File: config.mk
export PLATFORM = sky130hd
export DESIGN_NAME = led_pixel_source
export DESIGN_NICKNAME = d
export VERILOG_FILES = /design/src/rtl/led_pixel_source.sv
export SDC_FILE = /design/constraint.sdc
export NUM_CORES = 1
export LEC_CHECK = 0
export ABC_CLOCK_PERIOD_IN_PS = 4100
export BUFFER_PORTS_ARGS = -buffer_cell sky130_fd_sc_hd__buf_2
export CORE_ASPECT_RATIO = 0.8
export CORE_UTILIZATION = 24
export DETAILED_ROUTE_END_ITERATION = 7
export PLACE_DENSITY = 0.51
export SLEW_MARGIN = 20
export SYNTH_ARGS = -nofsm -noshare
export SYNTH_HDL_FRONTEND = slang
export SYNTH_SLANG_ARGS = --single-unit
File: constraint.sdc
create_clock -name clk -period 4.1 [get_ports clk]
set_input_delay 0.82 -clock clk [delete_from_list [all_inputs] [get_ports clk]]
set_output_delay 0.82 -clock clk [all_outputs]
set_load 0.1 [all_outputs]
File: src/rtl/led_pixel_source.sv
// led_pixel_source
//
// Pixel stream generator for a 1/32-scan dual-half RGB LED panel. It emits
// one upper/lower pixel pair per beat to the column shifter over a
// valid/ready handshake. Each beat is tagged with its column, row address
// and end-of-row/end-of-frame markers. Frames are separated by a fixed idle
// gap. The pixel content comes from a built-in test pattern chosen at frame
// start.
//
// Optional build macro: PATTERN_ANIM_EN
//   defined   -> the pattern column is offset by frame_cnt, so the image
//                scrolls by one column per frame (pix_col still reports the
//                true column)
//   undefined -> static image
//
// Parameters:
//   COLS        pixels per row (power of two, >= 8)
//   ADDR_W      row-address width; rows per half = 2**ADDR_W
//   GAP_CYCLES  idle cycles between frames (>= 1)
//
// Ports:
//   clk        system clock, rising edge
//   rst_n      asynchronous active-low reset
//   en         run enable, sampled in IDLE and at the end of the gap
//   pattern    pattern select, latched at frame start
//              (0 alternating, 1 checkerboard, 2 colour bars, 3 solid white)
//   pix_valid  beat available
//   pix_ready  shifter accepts beat
//   pix_data   {b1,g1,r1,b0,g0,r0}; the low three bits are the upper half
//   pix_col    column of the current beat
//   pix_row    row address of the current beat
//   pix_eol    last column of a row
//   pix_eof    last column of the last row
//   frame_cnt  completed frames, wraps 255 -> 0
//   busy       high whenever the block is not idle

module led_pixel_source #(
    parameter int COLS       = 64,
    parameter int ADDR_W     = 5,
    parameter int GAP_CYCLES = 16
) (
    input  logic                     clk,
    input  logic                     rst_n,
    input  logic                     en,
    input  logic [1:0]               pattern,
    output logic                     pix_valid,
    input  logic                     pix_ready,
    output logic [5:0]               pix_data,
    output logic [$clog2(COLS)-1:0]  pix_col,
    output logic [ADDR_W-1:0]        pix_row,
    output logic                     pix_eol,
    output logic                     pix_eof,
    output logic [7:0]               frame_cnt,
    output logic                     busy
);

    localparam int COL_W = $clog2(COLS);
    localparam int GAP_W = (GAP_CYCLES > 1) ? $clog2(GAP_CYCLES) : 1;

    localparam logic [COL_W-1:0]  COL_LAST = COL_W'(COLS - 1);
    localparam logic [ADDR_W-1:0] ROW_LAST = '1;
    localparam logic [GAP_W-1:0]  GAP_LAST = GAP_W'(GAP_CYCLES - 1);

    typedef enum logic [1:0] {
        IDLE = 2'd0,
        RUN  = 2'd1,
        GAP  = 2'd2
    } state_t;

    state_t            state_reg, state_next;
    logic [COL_W-1:0]  col_reg, col_next;
    logic [ADDR_W-1:0] row_reg, row_next;
    logic [1:0]        pat_reg, pat_next;
    logic [GAP_W-1:0]  gap_reg, gap_next;
    logic [7:0]        fc_reg, fc_next;
    logic [5:0]        data_reg, data_next;

    logic [COL_W-1:0]  col_eff;
    logic [2:0]        bar;

    // ------------------------------------------------------------------
    // Next-state logic. In RUN pix_valid is always 1, so a transfer is
    // simply pix_ready.
    // ------------------------------------------------------------------
    always_comb begin
        state_next = state_reg;
        col_next   = col_reg;
        row_next   = row_reg;
        pat_next   = pat_reg;
        gap_next   = gap_reg;
        fc_next    = fc_reg;

        case (state_reg)
            IDLE: begin
                if (en) begin
                    state_next = RUN;
                    pat_next   = pattern;
                    col_next   = '0;
                    row_next   = '0;
                end
            end
            RUN: begin
                if (pix_ready) begin
                    if (col_reg == COL_LAST) begin
                        col_next = '0;
                        if (row_reg == ROW_LAST) begin
                            row_next   = '0;
                            fc_next    = fc_reg + 8'd1;
                            gap_next   = '0;
                            state_next = GAP;
                        end else begin
                            row_next = row_reg + 1'b1;
                        end
                    end else begin
                        col_next = col_reg + 1'b1;
                    end
                end
            end
            GAP: begin
                if (gap_reg == GAP_LAST) begin
                    if (en) begin
                        state_next = RUN;
                        pat_next   = pattern;
                        col_next   = '0;
                        row_next   = '0;
                    end else begin
                        state_next = IDLE;
                    end
                end else begin
                    gap_next = gap_reg + 1'b1;
                end
            end
            default: begin
                state_next = IDLE;
            end
        endcase
    end

    // ------------------------------------------------------------------
    // Pixel generation from the *next* column/row, so the registered
    // pix_data lines up with the registered pix_col/pix_row. During a
    // stall none of the inputs to this logic change, so pix_data holds.
    // ------------------------------------------------------------------
`ifdef PATTERN_ANIM_EN
    assign col_eff = COL_W'({{COL_W{1'b0}}, fc_next} + {8'b0, col_next});
`else
    assign col_eff = col_next;
`endif

    // Colour bar index is the top three bits of the column.
    assign bar = 3'(col_eff >> (COL_W - 3));

    always_comb begin
        data_next = 6'b000000;
        if (state_next == RUN) begin
            case (pat_next)
                2'd0: data_next = {2'b00, ~col_eff[0], 2'b00, ~col_eff[0]};
                // Both halves share the row parity, so they are inverses.
                2'd1: data_next = (col_eff[0] ^ row_next[0]) ? 6'b111000
                                                             : 6'b000111;
                2'd2: data_next = {bar, bar};
                default: data_next = 6'b111111;
            endcase
        end
    end

    always_ff @(posedge clk or negedge rst_n) begin
        if (!rst_n) begin
            state_reg <= IDLE;
            col_reg   <= '0;
            row_reg   <= '0;
            pat_reg   <= 2'd0;
            gap_reg   <= '0;
            fc_reg    <= 8'd0;
            data_reg  <= 6'd0;
        end else begin
            state_reg <= state_next;
            col_reg   <= col_next;
            row_reg   <= row_next;
            pat_reg   <= pat_next;
            gap_reg   <= gap_next;
            fc_reg    <= fc_next;
            data_reg  <= data_next;
        end
    end

    assign pix_valid = (state_reg == RUN);
    assign pix_data  = data_reg;
    assign pix_col   = col_reg;
    assign pix_row   = row_reg;
    assign pix_eol   = (col_reg == COL_LAST);
    assign pix_eof   = (col_reg == COL_LAST) && (row_reg == ROW_LAST);
    assign frame_cnt = fc_reg;
    assign busy      = (state_reg != IDLE);

endmodule

==> results of run 1 <==
==> Yosys cell counts (3+ instances only) <==
cell and count:
a21oi_1 3, and2_1 3, and3_1 3, dfrtp_1 33
ha_1 5, inv_1 10, nand2_1 14, nand2b_1 3
nand3_1 9, nand4_1 3, nor2_1 9, nor3_1 3
nor4_1 6, o21ai_0 15, or3_1 3, xnor2_1 5
xor2_1 6
==> routing by layer <==
layer | track usage [%] | part of all wire (%) | vias to the layer above
met4 | 4.03 | 1.2 | 0
met3 | 3.43 | 7.0 | 7
li1 | - | - | 687
met5 | 0 | 0 | -
met1 | 17.3 | 50 | 664
met2 | 16.2 | 42 | 39
==> metrics by stage <==
step	hold WS (ps)	worst slack, ps	cells	util [%]
finish	459	1400	293	30.4
global route	506	1300	293	30.4
CTS	467	1370	293	30.4
detailed placement	457	1690	285	28.7
global placement	451	1700	285	28.7
floorplan	479	912	165	-
==> path summary, 6_finish.rpt <==
| path | slack [ps] | endpoint | from |
|---|---|---|---|
| min in group asynchronous | 610 | pix_row[2]$_DFFE_PN0P_ | rst_n |
| max in group asynchronous | 3010 | pat_reg[1]$_DFF_PN0_ | rst_n |
| min | 460 | frame_cnt[7]$_DFFE_PN0P_ | frame_cnt[7]$_DFFE_PN0P_ |
| max reg2reg | 1740 | pix_data[4]$_DFF_PN0_ | pix_row[0]$_DFF_PN0_ |
| max | 1400 | pix_eof | pix_row[0]$_DFF_PN0_ |
| min reg2reg | 460 | frame_cnt[7]$_DFFE_PN0P_ | frame_cnt[7]$_DFFE_PN0P_ |
==> cell type report <==
class / count / area [um^2] / area share [%]
inverters: 10 / 37.5 / 1.79
repair buffers: 34 / 170 / 8.12
clock inverters: 1 / 30.0 / 1.43
clock buffers: 7 / 86.3 / 4.12
well taps: 87 / 109 / 5.19
flip-flops and latches: 33 / 826 / 39.4
multi-input cells: 121 / 837 / 39.9
==> power breakdown <==
group	total, mW	switching [mW]	internal, mW
Combinational	0.601	0.507	0.0949
Sequential	0.444	0.0597	0.384
Clock	0.322	0.124	0.198
==> worst register-to-register path, delay by kind of cell, from the launching register on <==
family	cells	cell delay, ps
buffers and inverters	2	240
DFF	1	440
AOI/OAI and AO/OA	3	550
adders and majority gates	2	390
and+or+nand+nor	2	590
==> layout by cell type (no fill, tap or decap), types with 5 or more instances in the layout <==
cell | netlist | final
ha_1 | 5 | 5
inv_1 | 10 | 10
xor2_1 | 6 | 6
clkbuf_8 | 0 | 6
nor2_1 | 9 | 9
o21ai_0 | 15 | 15
buf_2 | 1 | 34
nor4_1 | 6 | 6
nand3_1 | 9 | 9
nand2_1 | 14 | 14
xnor2_1 | 5 | 5
dfrtp_1 | 33 | 33
==> kinds of logic (layout without fill, tap and decap cells) <==
| group | Yosys count | after routing | share of synthesized area, % |
|---|---|---|---|
| XOR/XNOR | 11 | 11 | 5.65 |
| AND/OR/NAND/NOR | 67 | 67 | 24.1 |
| adder cells (fa/ha/maj) | 5 | 5 | 3.67 |
| AO/OA/AOI/OAI | 35 | 35 | 13.9 |
| buffers and inverters | 11 | 52 | 2.49 |
| multiplexers | 3 | 3 | 1.83 |
| flip-flops | 33 | 33 | 48.4 |
==> run summary, run 1 <==
Slowest CP cell -> dfrtp_1
Dpl cell area -> 1980 um^2
Worst path depth -> 5
Core area -> 6890 um^2
First-pass GRT wire length -> 6660 um
Largest net degree at the start of global routing -> 34
CP cell instances -> ha_1 -> and3_1 -> ha_1 -> and3_1 -> buf_2
Sequential fraction of the synthesis area -> 48.4%
Delay-heaviest family, CP -> flip-flops
Post-DRT Antenna Nets -> 0
Pwr Total -> 1.37 mW
Postcts setup bufs -> 0
Clock Latency Late Sink -> 290 ps
Mapped Nets -> 176
Worst path bufs/invs -> 1
CP max stage delay -> 440 ps
Post-synth EDFFs -> 0
# fillers -> 756
Mapped Area -> 1710 um^2
Top cells by area, synth -> dfrtp_1, o21ai_0, ha_1, nand2_1, xor2_1
Via total after detailed routing -> 1397
Drt total wl -> 4030 um
Initial antenna violation count -> 0
Root buffer cell -> clkbuf_8
Synth Register Bits -> 33
Initial Utilization -> 24.7%
Fin area -> 2100 um^2
Leak -> 0.998 nW
Dominant cell type by area after synthesis -> dfrtp_1
Gate Count Post-Synth -> 165
Worst Tran Pin Value -> 766 ps
Antenna cells -> 0
Peak supply drop -> 0.391 mV
WHS Path Cells -> 1
Vias per inst -> 4.77
Final setup viols -> 0
# DRC -> 0
Ys flop type -> dfrtp_1
CTS Buf Count -> 5
Port bufs -> 34
Worst setup EP type -> output port
FP Rows -> 27
Initial DRT Pass Iterations -> 4
Layout area overhead -> 22.9%
Reg clk slew, reported paths -> 70 ps
WL per Instance -> 13.8 um
Max reg flops -> 8
Placer Congestion -> 0.728
Reg2Reg Depth -> 9
Slew margin rel. -> 49.0%
Post-CTS sizing -> 0
CTS tree -> done
RSZ-0062 raised after global routing -> false
Path type of the worst setup path -> reg -> out
Post-synthesis async set-or-reset flop share -> 100%
Total gr overflow -> 0
Fin crit share -> 65.9%
Power per cell area -> 652 nW/um^2
DIE AREA -> 7450 um^2
Yosys top cell area share -> 48.4%
GRT Total Usage -> 11.8%
Setup TNS -> 0 ps
Crit-path max FO -> 5
Die W -> 96.2 um
Layout cells sized above 1 -> 24.3%
Fin crit period -> 2700 ps
Startpoint types -> flip-flop
Clock Path Buffers -> 2
DIE HEIGHT -> 77.4 um
Maxcap violations -> 0
Worst path arrival time -> 1880 ps
Nets@finish -> 216
Status -> finished, final reports clean
Min-delay worst type -> reg -> reg
Syn avg cell area -> 10.3 um^2
Clk_skew -> 10.6 ps
Pins Over Slew Limit -> 0
Vias in the first global route -> 1315
Hold buffer count at cts -> 0
Violation count after the first detailed-route iteration -> 39
CTS Sinks -> 33
Fmax -> 370 MHz
Yosys warnings -> 0
Netlist cell types -> 42
WP data required -> 3280 ps
Final Hold Fails -> 0
Final HPWL DP -> 2970 um
I/O pins -> 35
H-Tree Depth -> 2
No activity file was read; power rests on OpenSTA's default activity.
==> inputs of run 2 (changes only) <==
Settings changed: ABC_CLOCK_PERIOD_IN_PS 4100 to 2400, PLACE_DENSITY 0.51 to 0.53.
Clock period 4.1 ns to 2.4 ns, I/O delays scaled along.
==> run 2 against run 1 <==
Net effect:
- total power up 63%
- design area up 0.72%
- critical path depth unchanged
- worst setup slack lost 1300 ps
- register-to-register slack lost 1500 ps
- count of clock-buffer cells in the layout increased by 1
- sequential share of layout area rose by 0.55 points
- combinational power grew 71%
- die area unchanged
- first-iteration DRC count grew 46%
- critical path type unchanged
- clock skew fell by 5.3 ps
- global-route usage grew 0.84 points
- critical endpoint unchanged
==> run summary, run 2 (same netlist as run 1, synthesis figures left out) <==
Final HPWL DP -> 3100 um
Maxcap violations -> 0
Power per cell area -> 1060 nW/um^2
Clk_skew -> 5.35 ps
First-pass GRT wire length -> 7170 um
WL per Instance -> 14.3 um
Startpoint types -> flip-flop
CTS tree -> done
Worst setup EP type -> output port
CTS Sinks -> 33
Core area -> 6890 um^2
Nets@finish -> 218
WP data required -> 1920 ps
Die W -> 96.2 um
Commonest cells after routing, fill and taps aside -> buf_2, dfrtp_1, o21ai_0, nand2_1
Final setup viols -> 0
Final setup margin -> 89.5 ps
# DRC -> 0
Dpl cell area -> 2010 um^2
Slew margin rel. -> 47.2%
Violation count after the first detailed-route iteration -> 57
Fmax -> 433 MHz
Placer Congestion -> 0.814
GRT Total Usage -> 12.6%
Worst R2R Start -> pix_row[0]$_DFF_PN0_
Fin crit period -> 2310 ps
Port bufs -> 34
Path type of the worst setup path -> reg -> out
CP cell instances -> ha_1 -> and3_1 -> ha_1 -> and3_2 -> buf_4
Initial Utilization -> 24.7%
Final Hold Fails -> 0
Worst path arrival time -> 1830 ps
Pins Over Slew Limit -> 0
DIE AREA -> 7450 um^2
DIE HEIGHT -> 77.4 um
Dpl ws -> 185 ps
# fillers -> 744
Layout area overhead -> 23.8%
Antenna cells -> 0
Hold buffer count at cts -> 0
Slowest CP cell -> dfrtp_4
Critical path startpoint -> pix_row[0]$_DFF_PN0_
Peak supply drop -> 0.743 mV
Crit-path max FO -> 5
Via total after detailed routing -> 1422
Postcts setup bufs -> 0
Initial DRT Pass Iterations -> 4
Clock Path Buffers -> 2
Max reg flops -> 8
Leak -> 0.978 nW
Initial antenna violation count -> 0
Clock Latency Late Sink -> 280 ps
FP Rows -> 27
CP max stage delay -> 500 ps
Min-delay worst type -> in -> async
CTS Buf Count -> 5
Worst Tran Pin Value -> 791 ps
Largest net degree at the start of global routing -> 34
H-Tree Depth -> 2
Fin crit share -> 96.3%
Vias in the first global route -> 1435
I/O pins -> 35
Fin area -> 2110 um^2
Total gr overflow -> 0
Post-DRT Antenna Nets -> 0
Pwr Total -> 2.23 mW
Most common cell on crit path -> ha_1
Status -> finished, final reports clean
Most common cell after layout, fill and taps aside -> buf_2
Post-CTS sizing -> 0
Layout cells sized above 1 -> 31.3%
Vias per inst -> 4.82
Drt total wl -> 4230 um
Reg clk slew, reported paths -> 70 ps
Root buffer cell -> clkbuf_8
==> run 2: cell types whose count changed in the layout (fill, tap and decap cells not counted), sizes merged <==
cell / previous run / this run
clkbuf: 7 / 8
bufinv: 1 / 0
buf: 34 / 36
==> run 2: area by class of cell <==
| class | count | area [um^2] | share of cell area (%) |
|---|---|---|---|
| multi-input combinational | 121 | 843 | 40.0 |
| timing repair buffer | 36 | 188 | 8.89 |
| tap | 87 | 109 | 5.16 |
| inverter | 10 | 37.5 | 1.78 |
| clock buffer | 8 | 90.1 | 4.27 |
| sequential | 33 | 843 | 40.0 |
==> run 2: worst paths after layout <==
check	end	slack, ps	cells past startpoint
worst max-delay path	pix_eof	90	5
worst min-delay path	gap_reg[3]$_DFFE_PN0P_	280	1
worst max register to register	pix_data[4]$_DFF_PN0_	240	9
worst min register to register	frame_cnt[7]$_DFFE_PN0P_	460	1
max in group asynchronous	pix_row[0]$_DFF_PN0_	1540	1
min in group clk	frame_cnt[7]$_DFFE_PN0P_	460	1
==> run 2: power breakdown <==
part           internal, mW  switching [mW]
sequential            0.662           0.104
combinational         0.164           0.869
clock                 0.234           0.201
==> run 2: layer usage <==
layer,track usage [%],up-vias,wire length [um]
met4,3.58,0,42
met5,0,-,0
met1,18.5,680,2150
met3,3.73,5,262
li1,-,695,-
met2,17.8,42,1770
==> run 2: worst max-delay path: cells and delay by family (launching register included) <==
family,cells,cell delay (ps)
buffers and inverters,1,230
AND/OR/NAND/NOR,2,400
adder cells (fa/ha/maj),2,430
flip-flops,1,500
==> run 2: through the flow <==
step                      hold WS (ps)  TNS [ps]  std cells  utilization, %
after floorplan                    184         0        165               -
after global placement             450         0        287            29.2
after detailed placement           465         0        287            29.2
after CTS                          303         0        295            30.5
after global routing               331     -14.7        295            30.6
final                              277         0        295            30.6
==> inputs of run 3 (changes only) <==
Settings changed: CORE_UTILIZATION 24 to 49, PLACE_DENSITY 0.53 to 0.85.
==> run 3 against run 2 <==
Net effect:
- total power rose by 0.75%
- clock skew grew 2.9 ps
- maximum frequency barely moved
- sequential share of layout area grew 0.77 points
- first-iteration DRC count is 42% higher
- sequential power about the same
- hold slack worse by 40 ps
- flip-flop and latch count stayed put
- via count is 0.49% higher
- utilization rose by 34 points
- die area is 50% lower
==> run summary, run 3 (same netlist as run 1, synthesis figures left out) <==
Placer Congestion -> 0.867
Min-delay worst type -> in -> async
Hold Slack -> 237 ps
M1 WL -> 1750 um
Reg clk slew, reported paths -> 60 ps
Clk_skew -> 8.27 ps
Peak supply drop -> 1.12 mV
Drt total wl -> 3640 um
Fmax -> 433 MHz
DIE HEIGHT -> 54.8 um
Clock Path Buffers -> 2
Pwr Total -> 2.25 mW
FP Rows -> 18
Via total after detailed routing -> 1429
Vias in the first global route -> 1263
CP max stage delay -> 500 ps
Crit-path max FO -> 5
Top sig layer -> met4
Leak -> 0.995 nW
Final Util -> 64.7%
Fin area -> 2070 um^2
Final HPWL DP -> 2710 um
Root buffer cell -> clkbuf_8
Port bufs -> 34
Met3 wire length -> 197 um
Cell Count, Final, Fillers Out -> 249
Largest net degree at the start of global routing -> 34
Delay-heaviest family, CP -> flip-flops
Pins Over Slew Limit -> 0
CP cell instances -> ha_1 -> and3_1 -> ha_1 -> and3_2 -> buf_4
Path type of the worst setup path -> reg -> out
Worst Tran Pin Value -> 693 ps
Layout area overhead -> 21.4%
# DRC -> 0
Fin crit share -> 96.3%
Vias per inst -> 5.74
Placed Cells -> 240
Commonest cells after routing, fill and taps aside -> buf_2, dfrtp_1, o21ai_0, nand2_1, inv_1
Initial Utilization -> 53.3%
DIE AREA -> 3720 um^2
Status -> finished, final reports clean
Total gr overflow -> 0
Dpl ws -> 105 ps
Antenna cells -> 0
Post-DRT Antenna Nets -> 0
CTS Buf Count -> 5
RSZ-0062 raised after global routing -> false
Worst setup EP type -> output port
H-Tree Depth -> 2
WP data required -> 1920 ps
Final Hold Fails -> 0
Violation count after the first detailed-route iteration -> 81
Power per cell area -> 1090 nW/um^2
Dpl cell area -> 1960 um^2
Worst path bufs/invs -> 1
GRT Total Usage -> 22.8%
Core area -> 3200 um^2
Die W -> 68.0 um
Maxcap violations -> 0
Hold buffer count at cts -> 0
Initial DRT Pass Iterations -> 4
Met2 routed WL -> 1650 um
I/O pins -> 35
Slew margin rel. -> 53.8%
Initial antenna violation count -> 0
Final setup margin -> 88.0 ps
First-pass GRT wire length -> 6030 um
Clock Latency Late Sink -> 280 ps
Slowest CP cell -> dfrtp_4
Nets@finish -> 219
Fin crit period -> 2310 ps
Final setup viols -> 0
Setup TNS -> 0 ps
CTS Sinks -> 33
Layout cells sized above 1 -> 32.1%
Worst path arrival time -> 1830 ps
Max reg flops -> 8
CTS tree -> done
Most common cell on crit path -> ha_1
Startpoint types -> flip-flop
Most common cell after layout, fill and taps aside -> buf_2
WL per Instance -> 14.6 um
==> run 3: routing by layer <==
layer	track usage, %	vias up
li1	-	696
met1	32.9	684
met3	6.88	7
met4	8.33	0
met5	0	-
met2	32.0	42
==> run 3: cell type report <==
type,count,area [um^2]
clock buffer,7,96.3
clock inverter,1,5.00
fill,263,1130
inverter,10,37.5
multi-input combinational,121,843
sequential,33,843
tap,40,50.0
timing repair buffer,37,195
==> run 3: worst paths after layout <==
kind / to / slack [ps] / from / cells past startpoint
worst max-delay path: pix_eof / 90 / pix_row[0]$_DFF_PN0_ / 5
worst min-delay path: pix_row[4]$_DFFE_PN0P_ / 240 / rst_n / 1
worst max register to register: pix_data[1]$_DFF_PN0_ / 160 / pix_row[0]$_DFF_PN0_ / 9
worst min register to register: frame_cnt[7]$_DFFE_PN0P_ / 470 / frame_cnt[7]$_DFFE_PN0P_ / 1
max in group asynchronous: pix_row[0]$_DFF_PN0_ / 1640 / rst_n / 1
min in group clk: frame_cnt[7]$_DFFE_PN0P_ / 470 / frame_cnt[7]$_DFFE_PN0P_ / 1
==> run 3: power breakdown <==
group          switching, mW  internal, mW  total, mW
sequential             0.105         0.663      0.769
combinational          0.867         0.165       1.03
clock                  0.192         0.259      0.451
total                   1.16          1.09       2.25
==> run 3: what timing repair did <==
action                                  CTS  global route
resized for setup                         0             4
setup buffers                             0             1
hold endpoints to repair                  0             0
endpoints found under the setup margin    0             5
